## src/rtl/divider_pkg.sv

```systemverilog
// Shared types and constants for the sequential restoring divider.
// Imported by divider_nbit; holds the FSM encoding and width helpers.
package divider_pkg;

    typedef enum logic [1:0] {
        IDLE = 2'd0,
        CALC = 2'd1,
        DONE = 2'd2
    } div_state_t;

    localparam int DEFAULT_DIV_BITS = 4;

    // Iteration counter width; one spare bit so the counter never wraps within an operation.
    function automatic int div_cnt_width(input int num_bits);
        return $clog2(num_bits) + 1;
    endfunction

endpackage

```

## src/rtl/sub_nbit.sv

```systemverilog
// Combinational ripple subtractor: diff = a - b computed as a + ~b + 1.
// borrow_out is high when b > a (i.e. the final carry is clear).
module sub_nbit #(
    parameter int NUM_BITS = 4
) (
    input  logic [NUM_BITS-1:0] a,
    input  logic [NUM_BITS-1:0] b,
    output logic [NUM_BITS-1:0] diff,
    output logic                borrow_out
);

    logic [NUM_BITS-1:0] b_inv_s;
    logic [NUM_BITS:0]   carry_s;

    assign b_inv_s    = ~b;
    assign borrow_out = ~carry_s[NUM_BITS];

    // Full-adder ripple chain with the carry seeded to one for two's-complement subtraction.
    always_comb begin
        diff       = '0;
        carry_s    = '0;
        carry_s[0] = 1'b1;
        for (int i = 0; i < NUM_BITS; i++) begin
            diff[i]      = a[i] ^ b_inv_s[i] ^ carry_s[i];
            carry_s[i+1] = (a[i] & b_inv_s[i]) | (carry_s[i] & (a[i] ^ b_inv_s[i]));
        end
    end

endmodule

```

## src/rtl/divider_nbit.sv

```systemverilog
// Sequential unsigned restoring divider: one quotient bit per clock,
// registered results with a one-cycle done pulse and a divide-by-zero flag.
module divider_nbit
    import divider_pkg::*;
#(
    parameter int NUM_BITS = DEFAULT_DIV_BITS
) (
    input  logic                clk,
    input  logic                n_rst,
    input  logic                start,
    input  logic [NUM_BITS-1:0] dividend,
    input  logic [NUM_BITS-1:0] divisor,
    output logic                busy,
    output logic                done,
    output logic [NUM_BITS-1:0] quotient,
    output logic [NUM_BITS-1:0] remainder,
    output logic                div_by_zero
);

    localparam int CNT_W = div_cnt_width(NUM_BITS);
    localparam logic [CNT_W-1:0] LAST_CNT = CNT_W'(NUM_BITS - 1);

    div_state_t            state_r;
    logic [CNT_W-1:0]      count_r;
    logic [NUM_BITS-1:0]   rem_r;
    logic [NUM_BITS-1:0]   quo_r;
    logic [NUM_BITS-1:0]   divisor_r;

    logic [NUM_BITS:0]     rem_shift_s;
    logic [NUM_BITS:0]     trial_s;
    logic                  borrow_s;
    logic [NUM_BITS-1:0]   rem_next_s;
    logic [NUM_BITS-1:0]   quo_next_s;
    logic                  unused_trial_msb_s;

    // Shifted partial remainder is one bit wider so the trial subtraction cannot overflow.
    assign rem_shift_s = {rem_r, quo_r[NUM_BITS-1]};

    sub_nbit #(
        .NUM_BITS (NUM_BITS + 1)
    ) u_sub (
        .a          (rem_shift_s),
        .b          ({1'b0, divisor_r}),
        .diff       (trial_s),
        .borrow_out (borrow_s)
    );

    // A successful trial always leaves the top bit clear, so only the low bits are kept.
    assign unused_trial_msb_s = trial_s[NUM_BITS];

    // Restore on borrow, otherwise accept the trial difference and shift in a one.
    always_comb begin
        quo_next_s = {quo_r[NUM_BITS-2:0], ~borrow_s};
        if (borrow_s) begin
            rem_next_s = rem_shift_s[NUM_BITS-1:0];
        end else begin
            rem_next_s = trial_s[NUM_BITS-1:0];
        end
    end

    // Control FSM, iteration counter, working registers and registered outputs.
    always_ff @(posedge clk or negedge n_rst) begin
        if (!n_rst) begin
            state_r     <= IDLE;
            count_r     <= '0;
            rem_r       <= '0;
            quo_r       <= '0;
            divisor_r   <= '0;
            busy        <= 1'b0;
            done        <= 1'b0;
            quotient    <= '0;
            remainder   <= '0;
            div_by_zero <= 1'b0;
        end else begin
            case (state_r)
                IDLE: begin
                    done <= 1'b0;
                    busy <= 1'b0;
                    if (start) begin
                        divisor_r <= divisor;
                        if (divisor == '0) begin
                            quotient    <= '1;
                            remainder   <= dividend;
                            div_by_zero <= 1'b1;
                            done        <= 1'b1;
                            state_r     <= DONE;
                        end else begin
                            rem_r   <= '0;
                            quo_r   <= dividend;
                            count_r <= '0;
                            busy    <= 1'b1;
                            state_r <= CALC;
                        end
                    end
                end
                CALC: begin
                    rem_r   <= rem_next_s;
                    quo_r   <= quo_next_s;
                    count_r <= count_r + CNT_W'(1);
                    if (count_r == LAST_CNT) begin
                        quotient    <= quo_next_s;
                        remainder   <= rem_next_s;
                        div_by_zero <= 1'b0;
                        busy        <= 1'b0;
                        done        <= 1'b1;
                        state_r     <= DONE;
                    end
                end
                DONE: begin
                    done    <= 1'b0;
                    busy    <= 1'b0;
                    state_r <= IDLE;
                end
                default: begin
                    done    <= 1'b0;
                    busy    <= 1'b0;
                    state_r <= IDLE;
                end
            endcase
        end
    end

endmodule

```

## config.mk

```make
export PLATFORM = sky130hd
export DESIGN_NAME = divider_nbit
export DESIGN_NICKNAME = d
export VERILOG_FILES = /design/src/rtl/divider_pkg.sv /design/src/rtl/sub_nbit.sv /design/src/rtl/divider_nbit.sv
export SDC_FILE = /design/constraint.sdc
export NUM_CORES = 1
export LEC_CHECK = 0
export ABC_AREA = 0
export CORE_ASPECT_RATIO = 1.2
export CORE_MARGIN = 8
export CORE_UTILIZATION = 57
export DETAILED_ROUTE_END_ITERATION = 10
export HOLD_SLACK_MARGIN = 0.02
export PLACE_DENSITY_LB_ADDON = 0.08
export RECOVER_POWER = 25
export SLEW_MARGIN = 30
export SYNTH_ARGS = -nofsm -noshare
export SYNTH_HDL_FRONTEND = slang
export SYNTH_HIERARCHICAL = 1
export SYNTH_SLANG_ARGS = --single-unit
export TNS_END_PERCENT = 30
```

## constraint.sdc

```tcl
create_clock -name clk -period 4.7 [get_ports clk]
set_input_delay 0.705 -clock clk [delete_from_list [all_inputs] [get_ports clk]]
set_output_delay 0.705 -clock clk [all_outputs]
set_load 0.01 [all_outputs]
```

==> results.md <==
- Initial Util: 58.0%
- Die area: approximately 4400 sq um
- Initial drt markers: 33
- Core area: 2480 sq um
- Worst-margin pin slew: about 1.5 ns
- Final Max Slew Viols: 29
- ANT nets after route: 0
- CTS Hold Buffers Added: 0
- DR vias: about 1,100
- Boundary pin count: 22
- Setup tns final: 0 ns
- Critical path arrival: between 3 and 4 ns
- Pleak: between 0.7 and 0.8 nW
- Routability Congestion: between 0.8 and 0.9
- Critical Path RT: roughly 4.9 ns
- VDD IR max: between 0.0004 and 0.0005 V
- Area Growth Syn to Fin: 19.2%
- CTS tree: done
- Peak Freq: 0.338 GHz
- RSZ-0062 raised after global routing: false
- Most frequent CP cell: fa_1
- Min cycle time layout: 2.96 ns
- Critical-path top delay cell: fa_1
- PnR Total Power: 1.16 mW
- Vias per inst: 5.56
- DP Wirelength: ~2.3 mm
- Cts repair resizes: 0
- Fillers: 179
- Largest net degree at the start of global routing: 29
- Syn Area/Cell: 10.7 sq um
- Num rows: 20
- Ys Warns: 6
- Crit-path max FO: 5
- Worst skew pair latency: 0.32 ns
- CTS root buffer: clkbuf_4
- Multi-input logic area: 641 sq um
- Die H: just over 70 microns
- Diode count: 0
- Clock skew: between 0.005 and 0.006 ns
- First-pass iteration count of the detailed router: 4
- Final wirelength: between 2 and 3 mm
- Die W: between 60 and 70 microns
- Final hold vios: 0
- Slew HR: -0.489%
- Failing checks: capacitance limit, slew limit
- Post-Syn Nets: about 150
- Nets@finish: 175
- Clock Path Buffers: 2
- Mapped Cells: 134
- Vias in the first global route: around 1,100
- Synthesized cell area: ~1400 sq um
- PD cells: around 680 nW/um^2
- CP peak stage delay: approximately 0.5 ns
- Setup bufs post-CTS: 0
- First-pass GRT wire length: slightly below 5 mm
- FF/Latch Area: 701 sq um
- Crit Path Category: reg -> reg
- Remaining global-route overflow: 0
- Hold WC Path Type: reg -> reg
- CTS H-tree depth: 1
- Element type at the critical path end: flop
- CP startpoint kind: flop
- Crit path cell chain: inv_1 -> ha_1 -> fa_1 -> inv_1 -> fa_1 -> inv_1 -> fa_1 -> fa_1 -> mux2i_1 -> mux2i_1 -> mux2_4
- Final setup fails: 0
- Reg clk slew, reported paths: around 0.15 ns
- Status: finished, violations left
- Final period util: approximately 63%
- Number of buffers created by CTS: 3
- # DRC: 0
- Global Route Usage Sum: 14.5%
- Drt wl/cell: 15.8 microns
- IO buf count: 21
- Num Clock Sinks: 28
- Max Cap Viol: 1
- Antenna violations before repair: 0
- Share of cells above drive strength 1: 12.2%
[metal layers]
metal | global-route usage (%) | wire [microns]
met2 | 25.8 | 1660
met5 | 0 | 0
met1 | 15.8 | 1180
met3 | 2.54 | 133
met4 | 5.58 | 18
[state kept, by name (all words and copies together), names as in the netlist]
signal	count
divisor_r	4
quo_r	4
quotient	4
rem_r	4
remainder	4
count_r	3
state_r	2
busy	1
div_by_zero	1
done	1
[cell type report]
cell class | instances | area share (%)
clock buffers | 4 | 2.12
inverters | 17 | 3.73
multi-input cells | 83 | 37.4
flip-flops and latches | 28 | 40.9
well taps | 33 | 2.41
repair buffers | 24 | 13.4
[where the power goes]
| part | internal (mW) | switching, mW |
|---|---|---|
| Combinational | 0.308 | 0.298 |
| Clock | 0.0474 | 0.0685 |
| Sequential | 0.353 | 0.0891 |
[layout by cell type, fill, tap and decap left out, types with 2 or more instances in the layout]
cell type        count
dfrtp_1             28
clkdlybuf4s50_1     20
inv_1               17
nand2_1             13
o21ai_0             10
mux2i_1              9
mux2_2               7
a21oi_1              7
nor2_1               6
fa_1                 4
a31oi_1              3
ha_1                 3
clkbuf_4             3
nand2b_1             2
nor2b_1              2
o22ai_1              2
o22a_2               2
mux2_4               2
nand3_1              2
buf_4                2
[stage by stage]
step           setup WS, ns  hold WS, ns  cell area [sq um]  instances  util [%]
6_report               1.74        0.527               1710        189      69.1
3_5_place_dp           1.83        0.495               1680        185      67.8
5_1_grt                1.64        0.540               1710        189      69.1
3_3_place_gp           1.87        0.486               1680        185      67.8
4_1_cts                1.77        0.531               1720        189      69.2
2_1_floorplan          2.05        0.409               1440        134         -
[path summary, 6_finish.rpt]
path	start	endpoint	slack, ns	depth (start not counted)
min reg2reg	count_r[0]	count_r[0]	0.53	1
max in group asynchronous	n_rst	quotient[2]	2.58	2
min	count_r[0]	count_r[0]	0.53	1
min in group asynchronous	n_rst	count_r[0]	1.25	2
max reg2reg	quo_r[3]	remainder[0]	1.74	11
max	quo_r[3]	remainder[0]	1.74	11
[critical path: cells and delay by family, from the launching register on]
family	cells	cell delay (ns)
adder cells (fa/ha/maj)	5	1.60
buffers and inverters	3	0.18
flip-flops	1	0.42
multiplexers	3	0.64
No activity file was read; power rests on OpenSTA's default activity.
